<file path="config.mk">
export PLATFORM = sky130hd
export DESIGN_NAME = csr_file_flat
export DESIGN_NICKNAME = d
export VERILOG_FILES = /design/src/rtl/csr_file_if.sv /design/src/rtl/csr_file.sv /design/src/flat_wrapper.sv
export SDC_FILE = /design/constraint.sdc
export NUM_CORES = 1
export LEC_CHECK = 0
export BUFFER_PORTS_ARGS = -buffer_cell sky130_fd_sc_hd__buf_2
export CAP_MARGIN = 5
export CORE_MARGIN = 1
export CORE_UTILIZATION = 61
export CTS_BUF_LIST = sky130_fd_sc_hd__clkbuf_4 sky130_fd_sc_hd__clkbuf_8
export CTS_CLUSTER_DIAMETER = 30
export DETAILED_ROUTE_END_ITERATION = 10
export PLACE_DENSITY = 0.91
export SLEW_MARGIN = 5
export SYNTH_ARGS = -nofsm -noshare
export SYNTH_HDL_FRONTEND = slang
export SYNTH_SLANG_ARGS = --single-unit
</file>
<file path="constraint.sdc">
create_clock -name clk -period 13.6 [get_ports clk]
set_input_delay 2.72 -clock clk [delete_from_list [all_inputs] [get_ports clk]]
set_output_delay 2.72 -clock clk [all_outputs]
set_load 0.005 [all_outputs]
</file>
<file path="src/rtl/csr_file_if.sv">
// CSR access port: request from the pipeline, registered read/illegal response back.
interface csr_file_if;
    logic [1:0]  csr_op;
    logic [11:0] csr_addr;
    logic [31:0] csr_wdata;
    logic        csr_no_wr;
    logic [31:0] csr_rdata;
    logic        csr_rvalid;
    logic        csr_illegal;

    modport master (
        output csr_op, csr_addr, csr_wdata, csr_no_wr,
        input  csr_rdata, csr_rvalid, csr_illegal
    );

    modport slave (
        input  csr_op, csr_addr, csr_wdata, csr_no_wr,
        output csr_rdata, csr_rvalid, csr_illegal
    );
endinterface

</file>
<file path="src/rtl/csr_file.sv">
// Machine-mode CSR file with trap/mret state updates and a registered read port.
// Define CSR_COUNTERS_EN to build the mcycle/minstret counters (B00/B80/B02/B82).
module csr_file #(
    parameter logic [31:0] HART_ID     = 32'd0,
    parameter logic [31:0] MTVEC_RESET = 32'h0000_0000,
    parameter int          CNT_W       = 64
) (
    input  logic        clk,
    input  logic        rst,
    csr_file_if.slave   csr,
    input  logic        trap_valid_i,
    input  logic [31:0] trap_cause_i,
    input  logic [31:0] trap_pc_i,
    input  logic [31:0] trap_tval_i,
    input  logic        mret_valid_i,
    input  logic        retire_i,
    input  logic        irq_sw_i,
    input  logic        irq_timer_i,
    input  logic        irq_ext_i,
    output logic [31:0] trap_vector_o,
    output logic [31:0] mepc_o,
    output logic        irq_take_o
);
    localparam logic [1:0] OP_NONE = 2'b00;
    localparam logic [1:0] OP_RW   = 2'b01;
    localparam logic [1:0] OP_RS   = 2'b10;
    localparam logic [1:0] OP_RC   = 2'b11;

    logic        mie_q, mpie_q;
    logic [31:0] mie_en_q, mtvec_q, mscratch_q, mepc_q, mcause_q, mtval_q;
    logic [31:0] rdata_q;
    logic        rvalid_q, illegal_q;

    logic [31:0] mip, mstatus, rd_val, csr_nv, vec_off;
    logic        impl, wr_req, illegal, wr_en, op_act;

`ifdef CSR_COUNTERS_EN
    logic [CNT_W-1:0] mcycle_q, minstret_q;
    logic [63:0]      mcycle_x, minstret_x;
    assign mcycle_x   = 64'(mcycle_q);
    assign minstret_x = 64'(minstret_q);
`endif

    assign mip     = {20'd0, irq_ext_i, 3'd0, irq_timer_i, 3'd0, irq_sw_i, 3'd0};
    assign mstatus = {19'd0, 2'b11, 3'd0, mpie_q, 3'd0, mie_q, 3'd0};
    assign op_act  = (csr.csr_op != OP_NONE);

    always_comb begin
        impl   = 1'b1;
        rd_val = 32'd0;
        case (csr.csr_addr)
            12'hF11, 12'hF12, 12'hF13: rd_val = 32'd0;
            12'hF14: rd_val = HART_ID;
            12'h300: rd_val = mstatus;
            12'h301: rd_val = 32'h4000_0100;
            12'h304: rd_val = mie_en_q;
            12'h305: rd_val = mtvec_q;
            12'h340: rd_val = mscratch_q;
            12'h341: rd_val = mepc_q;
            12'h342: rd_val = mcause_q;
            12'h343: rd_val = mtval_q;
            12'h344: rd_val = mip;
`ifdef CSR_COUNTERS_EN
            12'hB00: rd_val = mcycle_x[31:0];
            12'hB80: rd_val = mcycle_x[63:32];
            12'hB02: rd_val = minstret_x[31:0];
            12'hB82: rd_val = minstret_x[63:32];
`endif
            default: impl = 1'b0;
        endcase
    end

    always_comb begin
        case (csr.csr_op)
            OP_RW:   csr_nv = csr.csr_wdata;
            OP_RS:   csr_nv = rd_val | csr.csr_wdata;
            OP_RC:   csr_nv = rd_val & ~csr.csr_wdata;
            default: csr_nv = rd_val;
        endcase
    end

    // A suppressed RS/RC is a pure read, so it is legal even on read-only addresses.
    assign wr_req  = (csr.csr_op == OP_RW) || (op_act && !csr.csr_no_wr);
    assign illegal = op_act && (!impl || ((csr.csr_addr[11:10] == 2'b11) && wr_req));
    assign wr_en   = wr_req && !illegal && !trap_valid_i && !mret_valid_i;

    always_ff @(posedge clk or posedge rst) begin
        if (rst) begin
            mie_q      <= 1'b0;
            mpie_q     <= 1'b0;
            mie_en_q   <= 32'd0;
            mtvec_q    <= MTVEC_RESET & ~32'h2;
            mscratch_q <= 32'd0;
            mepc_q     <= 32'd0;
            mcause_q   <= 32'd0;
            mtval_q    <= 32'd0;
            rdata_q    <= 32'd0;
            rvalid_q   <= 1'b0;
            illegal_q  <= 1'b0;
        end else begin
            if (trap_valid_i) begin
                mepc_q   <= trap_pc_i & ~32'h3;
                mcause_q <= trap_cause_i;
                mtval_q  <= trap_tval_i;
                mpie_q   <= mie_q;
                mie_q    <= 1'b0;
            end else if (mret_valid_i) begin
                mie_q  <= mpie_q;
                mpie_q <= 1'b1;
            end else if (wr_en) begin
                case (csr.csr_addr)
                    12'h300: begin
                        mie_q  <= csr_nv[3];
                        mpie_q <= csr_nv[7];
                    end
                    12'h304: mie_en_q   <= csr_nv & 32'h0000_0888;
                    12'h305: mtvec_q    <= csr_nv & ~32'h2;
                    12'h340: mscratch_q <= csr_nv;
                    12'h341: mepc_q     <= csr_nv & ~32'h3;
                    12'h342: mcause_q   <= csr_nv;
                    12'h343: mtval_q    <= csr_nv;
                    default: ;
                endcase
            end
            rvalid_q  <= op_act;
            illegal_q <= illegal;
            if (op_act) rdata_q <= rd_val;
        end
    end

`ifdef CSR_COUNTERS_EN
    // A write to either half replaces that cycle's increment for the whole counter.
    always_ff @(posedge clk or posedge rst) begin
        if (rst) begin
            mcycle_q   <= '0;
            minstret_q <= '0;
        end else begin
            if (wr_en && csr.csr_addr == 12'hB00)
                mcycle_q <= CNT_W'({mcycle_x[63:32], csr_nv});
            else if (wr_en && csr.csr_addr == 12'hB80)
                mcycle_q <= CNT_W'({csr_nv, mcycle_x[31:0]});
            else
                mcycle_q <= mcycle_q + CNT_W'(1);

            if (wr_en && csr.csr_addr == 12'hB02)
                minstret_q <= CNT_W'({minstret_x[63:32], csr_nv});
            else if (wr_en && csr.csr_addr == 12'hB82)
                minstret_q <= CNT_W'({csr_nv, minstret_x[31:0]});
            else if (retire_i)
                minstret_q <= minstret_q + CNT_W'(1);
        end
    end
`else
    localparam int CNT_W_UNUSED = CNT_W;
    logic retire_unused;
    assign retire_unused = retire_i;
`endif

    assign vec_off       = (mtvec_q[0] && trap_cause_i[31]) ? ({1'b0, trap_cause_i[30:0]} << 2) : 32'd0;
    assign trap_vector_o = {mtvec_q[31:2], 2'b00} + vec_off;
    assign mepc_o        = mepc_q;
    assign irq_take_o    = mie_q && |(mie_en_q & mip);

    assign csr.csr_rdata   = rdata_q;
    assign csr.csr_rvalid  = rvalid_q;
    assign csr.csr_illegal = illegal_q;
endmodule

</file>
<file path="src/flat_wrapper.sv">
// flat-port wrapper written by rule: the top's interface ports become plain ports
module csr_file_flat 
#(
    parameter logic [31:0] HART_ID     = 32'd0,
    parameter logic [31:0] MTVEC_RESET = 32'h0000_0000,
    parameter int          CNT_W       = 64
)
  (clk, rst, trap_valid_i, trap_cause_i, trap_pc_i, trap_tval_i, mret_valid_i, retire_i, irq_sw_i, irq_timer_i, irq_ext_i, trap_vector_o, mepc_o, irq_take_o, csr_csr_op, csr_csr_addr, csr_csr_wdata, csr_csr_no_wr, csr_csr_rdata, csr_csr_rvalid, csr_csr_illegal);
  csr_file_if csr_i ();
  input  logic clk;
  input  logic rst;
  input  logic trap_valid_i;
  input  logic [31:0] trap_cause_i;
  input  logic [31:0] trap_pc_i;
  input  logic [31:0] trap_tval_i;
  input  logic mret_valid_i;
  input  logic retire_i;
  input  logic irq_sw_i;
  input  logic irq_timer_i;
  input  logic irq_ext_i;
  output logic [31:0] trap_vector_o;
  output logic [31:0] mepc_o;
  output logic irq_take_o;
  input wire logic [$bits(csr_i.csr_op)-1:0] csr_csr_op;
  input wire logic [$bits(csr_i.csr_addr)-1:0] csr_csr_addr;
  input wire logic [$bits(csr_i.csr_wdata)-1:0] csr_csr_wdata;
  input wire logic [$bits(csr_i.csr_no_wr)-1:0] csr_csr_no_wr;
  output wire logic [$bits(csr_i.csr_rdata)-1:0] csr_csr_rdata;
  output wire logic [$bits(csr_i.csr_rvalid)-1:0] csr_csr_rvalid;
  output wire logic [$bits(csr_i.csr_illegal)-1:0] csr_csr_illegal;
  assign csr_i.csr_op = csr_csr_op;
  assign csr_i.csr_addr = csr_csr_addr;
  assign csr_i.csr_wdata = csr_csr_wdata;
  assign csr_i.csr_no_wr = csr_csr_no_wr;
  assign csr_csr_rdata = csr_i.csr_rdata;
  assign csr_csr_rvalid = csr_i.csr_rvalid;
  assign csr_csr_illegal = csr_i.csr_illegal;
  csr_file #(.HART_ID(HART_ID), .MTVEC_RESET(MTVEC_RESET), .CNT_W(CNT_W)) u_core (.clk(clk), .rst(rst), .csr(csr_i), .trap_valid_i(trap_valid_i), .trap_cause_i(trap_cause_i), .trap_pc_i(trap_pc_i), .trap_tval_i(trap_tval_i), .mret_valid_i(mret_valid_i), .retire_i(retire_i), .irq_sw_i(irq_sw_i), .irq_timer_i(irq_timer_i), .irq_ext_i(irq_ext_i), .trap_vector_o(trap_vector_o), .mepc_o(mepc_o), .irq_take_o(irq_take_o));
endmodule
</file>
==> qor.txt <==
=================================================================================================
Final period util ..................................................................        65.3%
Total Routing Usage GR .............................................................        39.8%
Violation count after the first detailed-routing iteration .........................        1,542
Reg2reg start ...................................................................... u_core.mie_en_q[3]$_DFFE_PP0P_
Startpoint type of the worst setup path ............................................   input port
Portion of synthesized cell area occupied by the leading cell type .................        42.7%
Worst skew pair latency ............................................................      0.48 ns
Final setup fails ..................................................................            0
Number of buffers between clock root and the deepest sink ..........................            2
Avg Cell Area, Syn .................................................................    9.18 um^2
TritonCTS sink count ...............................................................          196
Net count, final ...................................................................        1,617
Share of final-layout standard cells stronger than drive strength 1 ................        23.9%
Number of distinct library cell variants in the gate-level netlist after synthesis .           70
Result of the run .................................................................. complete, but fails checks
Top post-synthesis cells by area ................................................... sky130_fd_sc_hd__dfrtp_1 43%, sky130_fd_sc_hd__a21oi_1 5.9%, sky130_fd_sc_hd__a22oi_1 5.6%
DIE WIDTH ..........................................................................       139 um
Overall die area ...................................................................  19,400 um^2
Number of detailed-routing iterations run before antenna repair ....................           11
Number of buffers inserted during clock tree synthesis .............................           17
Largest net degree at the start of global routing ..................................          119
I/O pin total ......................................................................          250
Endpoint of the lowest-slack register-to-register path ............................. u_core.mscratch_q[3]$_DFFE_PP0P_
Detail Route met2 WL ...............................................................    17,900 um
Number of global-route vias before repair ..........................................       11,200
Share of the yosys chip area belonging to registers ................................        42.7%
Cell with the most instances after synthesis ....................................... sky130_fd_sc_hd__dfrtp_1
Hold slack .........................................................................     0.494 ns
Static power due to leakage ........................................................   0.00630 uW
Port Buffer Count ..................................................................          242
Synth warnings .....................................................................            0
Clock tree from TritonCTS ..........................................................         done
Post-CTS setup repair buffer count .................................................            0
Hold path depth ....................................................................            2
FF+latch count, synth ..............................................................          196
Ant. Diodes ........................................................................            0
Clock Pin Slew Worst Setup and Hold Paths ..........................................      0.09 ns
Cell Area, Synth ...................................................................  11,500 um^2
Count of flip-flops with a built-in enable after synthesis .........................            0
Setup slack of the most critical reg-to-reg path ...................................     10.95 ns
Destination of the worst hold path ................................................. u_core.mscratch_q[29]$_DFFE_PP0P_
Setup slack after placement ........................................................      4.82 ns
Worst endpoint data arrival time ...................................................      6.17 ns
Count of H-tree levels built during CTS ............................................            4
Endpoint type of the worst setup path ..............................................  output port
Data required time of the critical path ............................................     10.88 ns
Pins Over Slew Limit ...............................................................            0
Max Fanout on Critical Path ........................................................           31
Worst Min Path Start ............................................................... u_core.mscratch_q[29]$_DFFE_PP0P_
Max-slew headroom at the worst pin .................................................        14.5%
Total DRC errors in the routed layout ..............................................           18
Worst clock skew ...................................................................    0.0137 ns
Hold_buf cts .......................................................................            0
Count of max-cap constraint violations .............................................            0
Failing checks ..................................................................... design-rule violations
Post-CTS Resized ...................................................................            0
Max layer used .....................................................................         met4
Initial antenna violation count ....................................................            0
Top cell type by total area after synthesis ........................................ sky130_fd_sc_hd__dfrtp_1
Met3 routed wirelength .............................................................      4690 um
Mean number of vias per cell .......................................................         6.95
Synth-to-Final Area Change .........................................................        14.8%
Path depth of the worst reg2reg path ...............................................            7
Count of endpoints failing hold in the final timing report .........................            0
Core region area ...................................................................  18,200 um^2
Y dimension of the die .............................................................       139 um
Starting Density ...................................................................        63.0%
Final sum of negative setup slack ..................................................         0 ns
Global-route wire length before repair .............................................    59,700 um
FFs w/ async S/R, synth ............................................................         100%
Power density relative to cell area ................................................ 91.5 nW/um^2
Number of vias after detailed routing ..............................................       11,700
Leading register cell type out of synthesis ........................................ sky130_fd_sc_hd__dfrtp_1
Wire length on met1 ................................................................    14,200 um
Largest vdd supply drop ............................................................    0.0890 mV
Tightest Pin Transition ............................................................      1.28 ns
Startpoint-to-endpoint class of the critical path ..................................       in2out
Total congestion overflow ..........................................................            0
Routed Wire Length .................................................................    38,500 um
Minimum clock period ...............................................................      8.89 ns
Post-route antenna net violation count .............................................            0
Post-Synthesis Cells ...............................................................        1,250
Root buffer selected by CTS ........................................................ sky130_fd_sc_hd__clkbuf_8
Post-route setup slack .............................................................      4.71 ns
HPWL Detailed ......................................................................    25,500 um
Achievable Freq ....................................................................    0.113 GHz
Gpl congestion .....................................................................        0.981
Per-cell routed wire length ........................................................      22.9 um
Row Count ..........................................................................           49
RSZ-0062 raised after global routing ...............................................           no
Cell types with the highest counts after synthesis ................................. 196 x sky130_fd_sc_hd__dfrtp_1, 135 x sky130_fd_sc_hd__a21oi_1, 108 x sky130_fd_sc_hd__o21ai_0
Worst min path class ...............................................................      reg2reg
=================================================================================================
==> routing by layer <==
metal  vias to the layer above  track usage [%]
li1                       5066                -
met1                      5561             50.1
met2                       887             63.6
met3                       145             10.8
met4                         0             19.8
met5                         -                0
==> cell families after synthesis <==
group | after synthesis | share of synthesized area (%)
AND/OR/NAND/NOR | 327 | 13.9
multiplexers | 37 | 3.40
flip-flops | 196 | 42.7
AO/OA/AOI/OAI | 520 | 30.2
XOR/XNOR | 30 | 2.29
buffers and inverters | 109 | 4.13
adder cells (fa/ha/maj) | 30 | 3.34
other | 1 | 0.0327
==> flip-flops by register name (all words and copies together) (netlist names) <==
name	flops
u_core.mpie_q	1
u_core.mtval_q	32
u_core.mcause_q	32
u_core.csr.csr_rvalid	1
u_core.csr.csr_rdata	32
u_core.mie_en_q	3
u_core.mepc_o	30
u_core.mie_q	1
u_core.csr.csr_illegal	1
u_core.mscratch_q	32
u_core.mtvec_q	31
==> worst max-delay path by stage <==
stage                           startpoint                               end  slack (ns)  depth (start not counted)
after floorplan                        rst  u_core.csr.csr_illegal$_DFF_PP0_        5.54                          1
after global placement    trap_cause_i[31]                 trap_vector_o[22]        4.90                         12
after detailed placement  trap_cause_i[31]                 trap_vector_o[22]        4.82                         12
after CTS                 trap_cause_i[31]                 trap_vector_o[22]        4.80                         12
after global routing      trap_cause_i[31]                 trap_vector_o[29]        4.53                         11
final                     trap_cause_i[31]                 trap_vector_o[22]        4.71                         12
==> metrics by stage <==
| step | total power, uW | cells | utilization (%) | instance area, um^2 |
|---|---|---|---|---|
| after floorplan | 730 | 1253 | - | 11500 |
| after global placement | 799 | 1646 | 70.0 | 12800 |
| after detailed placement | 806 | 1646 | 70.0 | 12800 |
| after CTS | 1200 | 1677 | 72.4 | 13200 |
| after global routing | 1250 | 1677 | 72.4 | 13200 |
| final | 1210 | 1677 | 72.4 | 13200 |
==> layout make-up <==
type	instances	area (um^2)
timing repair buffer	262	1360
clock inverter	11	151
multi-input combinational	948	6150
sequential	196	4900
fill	1324	5030
inverter	11	48.8
clock buffer	20	269
tap	229	287
==> worst max-delay path, cell delays in order <==
cell and delay, ns:
sky130_fd_sc_hd__buf_2 0.29, sky130_fd_sc_hd__and3_1 0.27, sky130_fd_sc_hd__ha_1 0.22, sky130_fd_sc_hd__fa_1 0.45
sky130_fd_sc_hd__a211oi_1 0.31, sky130_fd_sc_hd__o21a_1 0.22, sky130_fd_sc_hd__nor3b_1 0.08, sky130_fd_sc_hd__o21ai_0 0.63
sky130_fd_sc_hd__o21bai_1 0.33, sky130_fd_sc_hd__a41oi_1 0.35, sky130_fd_sc_hd__xnor2_1 0.14, sky130_fd_sc_hd__buf_2 0.12
==> power breakdown <==
part / total (uW) / internal (uW) / switching (uW)
clock network: 406 / 193 / 212
registers: 635 / 613 / 21.7
logic: 166 / 62.2 / 103
==> layout by cell type, fill, tap and decap left out, types with 8 or more instances in the layout <==
cell type,instances
sky130_fd_sc_hd__dfrtp_1,196
sky130_fd_sc_hd__a21o_1,16
sky130_fd_sc_hd__o21ai_1,33
sky130_fd_sc_hd__clkbuf_8,19
sky130_fd_sc_hd__a21oi_1,134
sky130_fd_sc_hd__buf_4,21
sky130_fd_sc_hd__o211ai_1,8
sky130_fd_sc_hd__a221oi_1,22
sky130_fd_sc_hd__inv_1,10
sky130_fd_sc_hd__mux2i_1,30
sky130_fd_sc_hd__a22oi_1,85
sky130_fd_sc_hd__o2bb2ai_1,24
sky130_fd_sc_hd__nor2_1,87
sky130_fd_sc_hd__and3_1,37
sky130_fd_sc_hd__a211oi_1,14
sky130_fd_sc_hd__ha_1,29
sky130_fd_sc_hd__nand2_1,102
sky130_fd_sc_hd__xor2_1,8
sky130_fd_sc_hd__a211oi_2,22
sky130_fd_sc_hd__o21ai_0,108
sky130_fd_sc_hd__xnor2_1,22
sky130_fd_sc_hd__nor3_1,32
sky130_fd_sc_hd__nand3_1,16
sky130_fd_sc_hd__buf_2,241
Note: power is estimated with default switching activity, not from simulation.
